==> config.mk <==
export PLATFORM = sky130hd
export DESIGN_NAME = oam_dma
export DESIGN_NICKNAME = d
export VERILOG_FILES = /design/src/rtl/oam_dma.sv
export SDC_FILE = /design/constraint.sdc
export NUM_CORES = 1
export LEC_CHECK = 0
export CORE_ASPECT_RATIO = 0.5
export CORE_MARGIN = 2
export CORE_UTILIZATION = 45
export DETAILED_ROUTE_END_ITERATION = 8
export PLACE_DENSITY_LB_ADDON = 0.2
export SLEW_MARGIN = 20
export SYNTH_ARGS = -nofsm -noshare
export SYNTH_HDL_FRONTEND = slang
export SYNTH_SLANG_ARGS = --single-unit
==> constraint.sdc <==
create_clock -name clk -period 4.35 [get_ports clk]
set_input_delay 0.87 -clock clk [delete_from_list [all_inputs] [get_ports clk]]
set_output_delay 0.87 -clock clk [all_outputs]
set_load 0.02 [all_outputs]
==> src/rtl/oam_dma.sv <==
// Bus-master DMA: 256-byte sprite copy from page $XX00 to $2004 on a $4014 write,
// plus single-byte DMC sample fetches. pause tells the top level to gate the CPU.
module oam_dma (
  input  logic        clk,
  input  logic        reset,
  input  logic        ce,
  input  logic [15:0] cpu_aout,
  input  logic [7:0]  cpu_dout,
  input  logic        cpu_mw,
  input  logic [7:0]  din,
  input  logic        dmc_req,
  input  logic [15:0] dmc_addr,
  output logic        pause,
  output logic [15:0] dma_aout,
  output logic [7:0]  dma_dout,
  output logic        dma_mr,
  output logic        dma_mw,
  output logic        dmc_ack,
  output logic [7:0]  dmc_data
);
  // state     | meaning
  // IDLE      | CPU owns the bus
  // HALT      | first paused cycle, bus idle
  // ALIGN     | idle odd cycle so the following read lands on an even cycle
  // READ      | read {page,cnt} into dataByte
  // WRITE     | write dataByte to $2004
  // DMC_DUMMY | idle cycle ahead of a standalone DMC fetch
  // DMC_READ  | read dmc_addr and hand the byte to the APU
  localparam logic [2:0] IDLE      = 3'd0;
  localparam logic [2:0] HALT      = 3'd1;
  localparam logic [2:0] ALIGN     = 3'd2;
  localparam logic [2:0] READ      = 3'd3;
  localparam logic [2:0] WRITE     = 3'd4;
  localparam logic [2:0] DMC_DUMMY = 3'd5;
  localparam logic [2:0] DMC_READ  = 3'd6;

  logic [2:0] state;
  logic       odd;
  logic [7:0] page;
  logic [7:0] cnt;
  logic       oamPend;
  logic [7:0] dataByte;
  logic       trigger;
  logic       dmcReq;

  assign trigger = cpu_mw && (cpu_aout == 16'h4014);
  // A requester drops dmc_req on seeing dmc_ack; ignoring it during the ack
  // cycle keeps the same sample from being fetched twice.
  assign dmcReq  = dmc_req && !dmc_ack;

  always_ff @(posedge clk or posedge reset) begin
    if (reset) begin
      state    <= IDLE;
      odd      <= 1'b0;
      page     <= 8'h00;
      cnt      <= 8'h00;
      oamPend  <= 1'b0;
      dataByte <= 8'h00;
      dmc_ack  <= 1'b0;
      dmc_data <= 8'h00;
    end else if (ce) begin
      odd     <= ~odd;
      dmc_ack <= 1'b0;
      case (state)
        IDLE: begin
          if (trigger) begin
            page    <= cpu_dout;
            cnt     <= 8'h00;
            oamPend <= 1'b1;
            state   <= HALT;
          end else if (dmcReq) begin
            oamPend <= 1'b0;
            state   <= HALT;
          end
        end
        HALT: begin
          if (!oamPend)
            state <= DMC_DUMMY;
          else if (odd)
            state <= dmcReq ? DMC_READ : READ;
          else
            state <= ALIGN;
        end
        DMC_DUMMY: state <= odd ? DMC_READ : ALIGN;
        ALIGN: begin
          if (dmcReq)
            state <= DMC_READ;
          else if (oamPend)
            state <= READ;
          else
            state <= IDLE;
        end
        READ: begin
          dataByte <= din;
          state    <= WRITE;
        end
        WRITE: begin
          cnt <= cnt + 8'd1;
          if (cnt == 8'hFF) begin
            oamPend <= 1'b0;
            state   <= dmcReq ? DMC_READ : IDLE;
          end else begin
            state   <= dmcReq ? DMC_READ : READ;
          end
        end
        DMC_READ: begin
          dmc_data <= din;
          dmc_ack  <= 1'b1;
          state    <= oamPend ? ALIGN : IDLE;
        end
        default: state <= IDLE;
      endcase
    end
  end

  assign pause  = (state != IDLE);
  assign dma_mr = (state == READ) || (state == DMC_READ);
  assign dma_mw = (state == WRITE);

  always_comb begin
    dma_aout = 16'h0000;
    dma_dout = 8'h00;
    case (state)
      READ:     dma_aout = {page, cnt};
      WRITE: begin
        dma_aout = 16'h2004;
        dma_dout = dataByte;
      end
      DMC_READ: dma_aout = dmc_addr;
      default:  dma_aout = 16'h0000;
    endcase
  end
endmodule
==> metrics.txt <==
# TYPE chip_impl_metric gauge
chip_impl_metric{name="finalNonFillerCells",unit=""} 333
chip_impl_metric{name="sequential_fraction_of_the_synthesis_area",unit="%"} 46.54
chip_impl_metric{name="hold_buffers",unit=""} 0
chip_impl_metric{name="ys_types",unit=""} 39
chip_impl_metric{name="syn_area",unit="sq mm"} 0.002043
chip_impl_metric{name="slew_viol_final",unit=""} 0
chip_impl_metric{name="clkLatencyLatePin",unit="ns"} 0.28
chip_impl_metric{name="mappedNetlistNets",unit=""} 246
chip_impl_metric{name="initial_core_util",unit="%"} 46.63
chip_impl_metric{name="drive_above_1_share",unit="%"} 14.49
chip_impl_info{name="synth_top_flop_cell",value="dfrtp_1"} 1
chip_impl_info{name="regToRegStartpoint",value="state[2]"} 1
chip_impl_info{name="cts-root-buf",value="clkbuf_8"} 1
chip_impl_metric{name="cts.repair_timing.setup_buffer_count",unit=""} 0
chip_impl_metric{name="highest_achievable_clock_rate",unit="GHz"} 0.2834
chip_impl_metric{name="rows",unit=""} 17
chip_impl_metric{name="die_width",unit="um"} 99.30
chip_impl_metric{name="ff2ff_path_depth",unit=""} 4
chip_impl_metric{name="grt_util_met2",unit="%"} 34.23
chip_impl_metric{name="grt_max_degree",unit=""} 24
chip_impl_info{name="critical_path_class",value="register to output pin"} 1
chip_impl_metric{name="synth_enable_flop_cells",unit=""} 0
chip_impl_metric{name="post_synth_xor_area_fraction",unit="%"} 0.4287
chip_impl_info{name="yosys.cell_count.top_type",value="dfrtp_1"} 1
chip_impl_metric{name="detailedPlace.worstSlack",unit="ns"} 1.138
chip_impl_metric{name="postCtsResizedCells",unit=""} 0
chip_impl_metric{name="global_route.usage.met3",unit="%"} 6.989
chip_impl_metric{name="number_of_global_route_vias_before_repair",unit=""} 1762
chip_impl_info{name="synth.area.top_cells",value="dfrtp_1 47%, mux2_2 13%, a22o_1 7.3%"} 1
chip_impl_metric{name="yosys.area_share.simple",unit="%"} 16.78
chip_impl_metric{name="drc",unit=""} 0
chip_impl_metric{name="fin_area",unit="sq mm"} 0.003027
chip_impl_metric{name="final_nets",unit=""} 330
chip_impl_metric{name="cts_buffers",unit=""} 5
chip_impl_metric{name="routed_via_density",unit=""} 5.375
chip_impl_metric{name="globalRouteTotalUtil",unit="%"} 20.73
chip_impl_metric{name="route.antenna.remaining_nets",unit=""} 0
chip_impl_metric{name="htreeDepth",unit=""} 2
chip_impl_info{name="endpoint",value="dma_aout[0]"} 1
chip_impl_metric{name="fin_ws",unit="ns"} 0.8209
chip_impl_info{name="class_of_the_tightest_hold_or_removal_check",value="register to register"} 1
chip_impl_metric{name="dieArea",unit="sq mm"} 0.005128
chip_impl_metric{name="postSynthCellCount",unit=""} 192
chip_impl_metric{name="antenna_found_initial",unit=""} 0
chip_impl_metric{name="clock_skew",unit="ns"} 0.005114
chip_impl_info{name="globalRoute.busiestLayer",value="met2"} 1
chip_impl_metric{name="multi_input_comb_area",unit="sq mm"} 0.001011
chip_impl_metric{name="path_max_fanout",unit=""} 16
chip_impl_metric{name="power.density",unit="mW/mm^2"} 528.2
chip_impl_info{name="worstSetupStartpoint",value="state[2]"} 1
chip_impl_metric{name="clkSinkCount",unit=""} 38
chip_impl_metric{name="synth.yosys.warnings",unit=""} 0
chip_impl_metric{name="wl_per_cell",unit="um"} 14.84
chip_impl_metric{name="tightestPinTransition",unit="ns"} 0.8271
chip_impl_metric{name="chipHeight",unit="um"} 51.65
chip_impl_metric{name="leakage",unit="uW"} 0.001262
chip_impl_metric{name="diodes",unit=""} 0
chip_impl_metric{name="setup_viol",unit=""} 0
chip_impl_metric{name="global_route_track_usage_on_met1",unit="%"} 26.71
chip_impl_metric{name="post_synth_mux_area_share",unit="%"} 14.21
chip_impl_info{name="timing.rr.end",value="dataByte[2]"} 1
chip_impl_metric{name="drt_wl_total",unit="um"} 4943
chip_impl_info{name="synth_top_area_cell",value="dfrtp_1"} 1
chip_impl_metric{name="design_power_total",unit="uW"} 1599
chip_impl_info{name="run_status",value="completed"} 1
chip_impl_metric{name="async_reset_ff_share",unit="%"} 100.0
chip_impl_metric{name="n_fill_cell",unit=""} 355
chip_impl_metric{name="synth_fa_ha_area_share",unit="%"} 0.6124
chip_impl_info{name="rsz_0062_raised_after_global_routing",value="no"} 1
chip_impl_metric{name="clock_tree.buffer_depth",unit=""} 2
chip_impl_metric{name="placeableCoreArea",unit="sq mm"} 0.004382
chip_impl_metric{name="count_of_state_elements_after_synthesis",unit=""} 38
chip_impl_metric{name="seqCellArea",unit="sq um"} 950.9
chip_impl_info{name="critical_path.startpoint_type",value="register"} 1
chip_impl_metric{name="drt-initial-drc-count",unit=""} 159
chip_impl_metric{name="route.vias.total",unit=""} 1790
chip_impl_metric{name="synth_top_area_share",unit="%"} 46.54
chip_impl_metric{name="finalCriticalPeriod",unit="ns"} 3.529
chip_impl_metric{name="syn2layout_area_growth",unit="%"} 48.13
chip_impl_metric{name="worstHoldPathCells",unit=""} 1
chip_impl_metric{name="grt-ovfl-total",unit=""} 0
chip_impl_metric{name="hold_viol",unit=""} 0
chip_impl_metric{name="clk_pin_slew",unit="ns"} 0.07
chip_impl_metric{name="final.period_utilization",unit="%"} 81.13
chip_impl_info{name="cts_tree",value="done"} 1
chip_impl_metric{name="critical_path_arrival",unit="ns"} 2.66
chip_impl_info{name="combinational_family_with_the_most_area_after_synthesis",value="compound AO/OA/AOI/OAI gates"} 1
chip_impl_metric{name="place.gp.congestion",unit=""} 0.8930
chip_impl_metric{name="grt_first_pass_wirelength",unit="um"} 8300
chip_impl_metric{name="drt-pass1-iter-count",unit=""} 4
chip_impl_metric{name="numPortBuffers",unit=""} 88
chip_impl_metric{name="maxSlewHeadroom",unit="%"} 44.80
chip_impl_info{name="synth.top_cells.by_count",value="38 x dfrtp_1, 24 x mux2_2, 17 x a22o_1, 12 x nand2_1, 11 x nor2_1"} 1
chip_impl_metric{name="irDropWorstVdd",unit="mV"} 0.3346
chip_impl_metric{name="top_level_ports",unit=""} 89
chip_impl_metric{name="placedInstanceArea",unit="sq mm"} 0.002948
chip_impl_metric{name="synth_compound_area_share",unit="%"} 17.45
chip_impl_metric{name="regToRegSetupSlack",unit="ns"} 1.98
chip_impl_metric{name="cp_data_required_time",unit="ns"} 3.48
chip_impl_metric{name="setup_total_negative_slack",unit="ns"} 0
chip_impl_metric{name="max-cap-violations",unit=""} 0
chip_impl_metric{name="place.detailed.instances",unit=""} 326
chip_impl_metric{name="syn_avg_cell_area",unit="sq um"} 10.64
chip_impl_info{name="critical_path.endpoint_type",value="output pin"} 1
chip_impl_metric{name="hpwl",unit="um"} 3697
[cell type report]
cell class | instances | area share (%)
clock buffer | 5 | 2.274
clock inverter | 2 | 0.3307
inverter | 5 | 0.6201
multi-input combinational | 136 | 33.40
sequential | 38 | 31.42
tap | 57 | 2.356
timing repair buffer | 90 | 29.60
[metrics by stage]
step / hold WS, ns / utilization (%)
2_1_floorplan: 0.4639 / -
3_3_place_gp: 0.4796 / 67.28
3_5_place_dp: 0.4854 / 67.28
4_1_cts: 0.5024 / 69.07
5_1_grt: 0.5124 / 69.07
6_report: 0.5008 / 69.07
[worst min path at each step]
| stage | slack [ns] | startpoint | endpoint |
|---|---|---|---|
| 2_1_floorplan | 0.46 | odd | odd |
| 3_3_place_gp | 0.48 | dataByte[0] | dataByte[0] |
| 3_5_place_dp | 0.49 | dataByte[6] | dataByte[6] |
| 4_1_cts | 0.50 | dataByte[6] | dataByte[6] |
| 5_1_grt | 0.51 | dataByte[4] | dataByte[4] |
| 6_report | 0.50 | dataByte[0] | dataByte[0] |
[sequential cells by signal, indices dropped and copies added, names as in the netlist]
register,cells
cnt,8
dmc_ack,1
state,3
odd,1
dataByte,8
oamPend,1
dmc_data,8
page,8
[layout by cell type (no fill, tap or decap), drive strengths merged, types with 6 or more instances in the layout]
cell	Yosys	layout
nand2	13	13
and2	10	10
nor3	6	6
a22o	17	17
nor2	12	12
mux2	24	24
clkdlybuf4s50	0	88
a21oi	10	10
dfrtp	38	38
[routing by layer]
metal / up-vias / part of all wire (%)
li1: 865 / -
met1: 864 / 46
met2: 57 / 45
met3: 4 / 8.3
met4: 0 / 0.77
met5: - / 0
[worst max-delay path: stages (launching register included)]
cell and delay, ns:
dfrtp_1 0.48, inv_1 0.26, nor2_1 0.23, and2_1 0.54, a22o_1 0.24, clkdlybuf4s50_1 0.62
[logic make-up (layout without fill, tap and decap cells)]
family / count (synthesis) / after routing
and+or+nand+nor: 60 / 60
buffers and inverters: 18 / 102
AOI/OAI and AO/OA: 48 / 48
adders and majority gates: 1 / 1
xor gates and xnor gates: 1 / 1
DFF: 38 / 38
muxes: 26 / 26
[power by group]
part	internal (uW)	switching, uW
sequential	473	113
clock	108	117
combinational	407	381
total	987	611
(Power assumes the default switching activity.)
